$ cat src/rtl/mips_pkg.sv
// Shared definitions for the MIPS datapath: opcode constants, the fetch-stage
// state encoding and the PC increment.
package mips_pkg;

  localparam logic [5:0] OP_RTYPE = 6'h00;
  localparam logic [5:0] OP_BEQ   = 6'h04;
  localparam logic [5:0] OP_BNE   = 6'h05;
  localparam logic [5:0] OP_ADDI  = 6'h08;
  localparam logic [5:0] OP_SLTIU = 6'h0B;
  localparam logic [5:0] OP_ORI   = 6'h0D;
  localparam logic [5:0] OP_LUI   = 6'h0F;

  localparam logic [31:0] PC_STEP = 32'd4;

  typedef enum logic [1:0] {
    S_IDLE,
    S_REQ,
    S_VALID
  } fetch_state_e;

endpackage

$ cat src/rtl/branch_target_adder.sv
// Branch target computation: pc+4 plus the sign-extended word offset,
// modulo 2^32. Shared with the branch stage.
module branch_target_adder (
  input  logic [31:0] pc_plus4,
  input  logic [15:0] imm,
  output logic [31:0] target
);

  logic [31:0] offset;

  always_comb begin
    offset = {{14{imm[15]}}, imm, 2'b00};
    target = pc_plus4 + offset;
  end

endmodule

$ cat src/rtl/instr_fetch_unit.sv
// Instruction fetch stage: one outstanding request to a variable-latency
// instruction memory, valid/ready handoff to the decoder, branch redirect.
module instr_fetch_unit
  import mips_pkg::*;
#(
  parameter logic [31:0] RESET_PC = 32'h0000_0000,
  parameter int unsigned CNT_W    = 32
) (
  input  logic             clk_i,
  input  logic             rst_i,
  output logic             imem_req_o,
  output logic [31:0]      imem_addr_o,
  input  logic             imem_ack_i,
  input  logic [31:0]      imem_rdata_i,
  output logic             instr_valid_o,
  input  logic             instr_ready_i,
  output logic [31:0]      instr_o,
  output logic [5:0]       opcode_o,
  output logic [31:0]      pc_plus4_o,
  input  logic             branch_taken_i,
  input  logic [15:0]      branch_imm_i,
  output logic [CNT_W-1:0] instr_count_o
);

  fetch_state_e     state_q, state_d;
  logic [31:0]      pc_q, instr_q;
  logic [CNT_W-1:0] count_q;
  logic [31:0]      pc_plus4, branch_target;
  logic             load_instr, handoff;

  branch_target_adder u_bta (
    .pc_plus4 (pc_plus4),
    .imm      (branch_imm_i),
    .target   (branch_target)
  );

  always_ff @(posedge clk_i or posedge rst_i) begin
    if (rst_i) state_q <= S_IDLE;
    else       state_q <= state_d;
  end

  // Acks are only honoured in S_REQ; everywhere else they fall through unused.
  always_comb begin
    state_d       = state_q;
    load_instr    = 1'b0;
    handoff       = 1'b0;
    imem_req_o    = 1'b0;
    instr_valid_o = 1'b0;
    case (state_q)
      S_IDLE: state_d = S_REQ;
      S_REQ: begin
        imem_req_o = 1'b1;
        if (imem_ack_i) begin
          load_instr = 1'b1;
          state_d    = S_VALID;
        end
      end
      S_VALID: begin
        instr_valid_o = 1'b1;
        if (instr_ready_i) begin
          handoff = 1'b1;
          state_d = S_REQ;
        end
      end
      default: state_d = S_IDLE;
    endcase
  end

  always_ff @(posedge clk_i or posedge rst_i) begin
    if (rst_i) begin
      pc_q    <= RESET_PC;
      instr_q <= '0;
      count_q <= '0;
    end else begin
      if (load_instr) instr_q <= imem_rdata_i;
      if (handoff) begin
        pc_q    <= branch_taken_i ? branch_target : pc_plus4;
        count_q <= count_q + CNT_W'(1);
      end
    end
  end

  always_comb begin
    pc_plus4      = pc_q + PC_STEP;
    imem_addr_o   = pc_q;
    instr_o       = instr_q;
    opcode_o      = instr_q[31:26];
    pc_plus4_o    = pc_plus4;
    instr_count_o = count_q;
  end

endmodule
$ cat config.mk
export PLATFORM = sky130hd
export DESIGN_NAME = instr_fetch_unit
export DESIGN_NICKNAME = d
export VERILOG_FILES = /design/src/rtl/mips_pkg.sv /design/src/rtl/branch_target_adder.sv /design/src/rtl/instr_fetch_unit.sv
export SDC_FILE = /design/constraint.sdc
export NUM_CORES = 1
export LEC_CHECK = 0
export CAP_MARGIN = 25
export CORE_MARGIN = 1
export CORE_UTILIZATION = 53
export CTS_CLUSTER_DIAMETER = 100
export DETAILED_ROUTE_END_ITERATION = 7
export PLACE_DENSITY = 0.89
export SLEW_MARGIN = 20
export SYNTH_ARGS = -nofsm -noshare
export SYNTH_HDL_FRONTEND = slang
export SYNTH_SLANG_ARGS = --single-unit
$ cat constraint.sdc
create_clock -name clk_i -period 4.9 [get_ports clk_i]
set_input_delay 0.49 -clock clk_i [delete_from_list [all_inputs] [get_ports clk_i]]
set_output_delay 0.49 -clock clk_i [all_outputs]
set_load 0.01 [all_outputs]
==> run_results.csv <==
group,metric,value,unit
detailed_routing,drc,0,
floorplanning,rows,40,
timing,tightest_slew,918.9,ps
clock_tree,clock_path_buffers,2,
clock_tree,cts_resized,0,
timing,clock_skew,7.994,ps
clock_tree,numCtsBuffers,9,
synth,yosys_warnings,0,
cells_and_area,fin_cells,1060,
timing,rsz0062_at_grt,"false",
cells_and_area,areaGrowthSynthToFinish,33.07,%
floorplanning,io_pins,189,
floorplanning,design.die.area,13040,µm²
setup_path,arrival,4280,ps
clock_tree,postCtsSetupBuffers,0,
clock_tree,cts.clk_slew.worst_paths,70,ps
clock_tree,cts_tree,"done",
place,io_buffer_count,184,
timing,hold-worst-slack,490.0,ps
pwr,peakVddDrop,0.3432,mV
clock_tree,cts_hold_buf,0,
cells_and_area,nets,978,
synth,synth_edf_count,0,
detailed_routing,wl,18.67,mm
timing,maxSlewViolCount,0,
place,place_congestion,0.9594,
place,dp_cells,1044,
cells_and_area,final_common_cell,"clkdlybuf4s50_1",
setup_path,criticalPathCategory,"flip-flop to flip-flop",
setup_path,critPathLaunchType,"flip-flop",
place,hpwl,13.86,mm
detailed_routing,drt-pass1-iter-count,5,
cells_and_area,diodes,0,
timing,clock.fmax,0.2447,GHz
cells_and_area,layout_common_cells,"183 x clkdlybuf4s50_1, 96 x dfrtp_1, 74 x nand2_1",
floorplanning,die-height,114.2,µm
hold_path,hold_path.class,"flip-flop to flip-flop",
synth,synthCells,724,
outcome,status,"finished clean",
global_route,track_usage,0.2926,
floorplanning,core_area,12160,µm²
setup_path,crit_path_end_kind,"flip-flop",
place,post-place-ws,927.0,ps
pwr,p_leak,3.769,nW
detailed_routing,ant_nets,0,
global_route,antenna_found_initial,0,
detailed_routing,vias_per_cell,5.876,
global_route,grt_max_degree,70,
cells_and_area,fin_util,0.7298,
synth,synth.distinct_cells,73,
cells_and_area,layout-drive-gt1-share,0.08520,
timing,hold_viol,0,
global_route,grt_pass1_wl,29.83,mm
floorplanning,chipWidth,114.2,µm
timing,fin_crit,4087,ps
timing,setup_viol,0,
synth,synth-main-ff-cell,"dfrtp_1",
detailed_routing,drt_iter0_drc,482,
detailed_routing,wl_per_cell,17.61,µm
timing,relSlewSlack,0.3855,
synth,synth_seq_cells,96,
clock_tree,htreeDepth,3,
synth,yosysSeqAreaShare,0.3602,
pwr,cellPowerDensity,588.9,nW/µm²
synth,netlist_area,6670,µm²
synth,async_flop_share,1.000,
global_route,grt_pass1_vias,5956,
clock_tree,clock-sinks,96,
global_route,grt_overflow,0,
clock_tree,cts-root-buf,"clkbuf_16",
timing,fin_crit_sh,0.8340,
clock_tree,clock_latency,350,ps
detailed_routing,vias,6229,
timing,fin_ws,813.5,ps
setup_path,cp_max_fo,11,
setup_path,critPathRequiredTime,5090,ps
timing,setup_tns,0,ps
floorplanning,start_util,0.5485,
job,maxCapViolations,0,
synth,synth.avg_cell_area,9.213,µm²
[power by group]
| group | leakage [nW] | internal (mW) | switching (mW) |
|---|---|---|---|
| Combinational | 2.42 | 1.58 | 1.51 |
| Clock | 0.144 | 0.402 | 0.330 |
| Sequential | 1.20 | 1.07 | 0.332 |
| Total | 3.77 | 3.05 | 2.17 |
[worst max-delay path, stage by stage (launching register included)]
cell and delay (ps):
dfrtp_1 460, ha_1 280, nand4_1 260, nor3_4 480
and2_1 230, nand4_1 160, xnor2_1 190, ha_1 500
nand4_1 210, nor4_1 480, o31ai_1 210, a21oi_1 230
xnor2_1 150, a21oi_1 90
[final cells by class]
class / instances / area, µm²
timing repair buffer: 189 / 1874
fill: 924 / 3286
multi-input combinational: 574 / 4019
tap: 168 / 210.2
clock buffer: 9 / 225.2
inverter: 17 / 66.31
sequential: 96 / 2402
clock inverter: 7 / 78.83
[through the flow]
| step | total power [mW] | area, µm² |
|---|---|---|
| 2_1_floorplan | 3.174 | 6681 |
| 6_report | 5.227 | 8876 |
| 5_1_grt | 5.556 | 8876 |
| 3_5_place_dp | 4.467 | 8572 |
| 4_1_cts | 5.219 | 8876 |
| 3_3_place_gp | 4.397 | 8572 |
[state kept, by name (all words and copies together) (netlist names)]
register	cells
imem_addr_o	30
state_q	2
instr_count_o	32
instr_o	32
[synthesized netlist by cell type (all sizes together), types with 2 or more instances]
cell / count / area (µm²)
nand3: 31 / 177.7
o211ai: 2 / 15.01
o22ai: 5 / 31.28
and4: 8 / 70.07
nand2b: 3 / 18.77
nor4: 6 / 52.55
mux2i: 6 / 60.06
a21oi: 52 / 260.3
xnor2: 50 / 437.9
or3: 5 / 32.53
a21o: 12 / 90.09
nor2: 49 / 198.9
a311o: 2 / 20.02
nand4: 24 / 156.4
o211a: 3 / 30.03
nor2b: 3 / 18.77
dfrtp: 96 / 2402
clkbuf: 18 / 67.56
xor2: 26 / 227.7
a31oi: 12 / 75.07
nand2: 74 / 277.8
nor4b: 3 / 26.28
and3: 7 / 46.29
and2: 3 / 18.77
a22oi: 5 / 37.54
o21ai: 40 / 204.0
nor3: 14 / 97.59
o221ai: 4 / 35.03
nor3b: 4 / 30.03
ha: 37 / 462.9
inv: 17 / 63.81
mux2: 33 / 371.6
o21bai: 6 / 45.04
a21boi: 4 / 33.78
a311oi: 4 / 35.03
a211oi: 3 / 22.52
buf: 22 / 128.9
o21a: 9 / 67.56
[kinds of logic (layout without fill, tap and decap cells)]
group                    count (synthesis)  in the layout  share of synthesized area
multiplexers                            39             39                    0.06472
adder cells (fa/ha/maj)                 38             38                    0.07241
other                                    1              4                  0.0005622
flip-flops                              96             96                     0.3602
buffers and inverters                   57            222                    0.03902
AO/OA/AOI/OAI                          178            178                     0.1718
AND/OR/NAND/NOR                        238            238                     0.1878
XOR/XNOR                                77             77                     0.1035
[layer usage]
metal,GRT usage,share of wire,vias to the layer above
met1,0.3876,0.43,2966
met3,0.03653,0.068,42
li1,-,-,2953
met4,0.1117,0.023,0
met5,0,0,-
met2,0.4905,0.48,268
[final timing paths]
kind                                     start               to  slack [ps]  depth (start not counted)
max in group asynchronous                rst_i   imem_addr_o[9]        3280                          3
worst max-delay path            imem_addr_o[2]  imem_addr_o[31]         810                         13
worst min register to register      state_q[1]       state_q[0]         490                          1
worst min-delay path                state_q[1]       state_q[0]         490                          1
worst max register to register  imem_addr_o[2]  imem_addr_o[31]         810                         13
min in group asynchronous                rst_i      instr_o[15]         670                          2
Power figures use the tool's default switching activity.
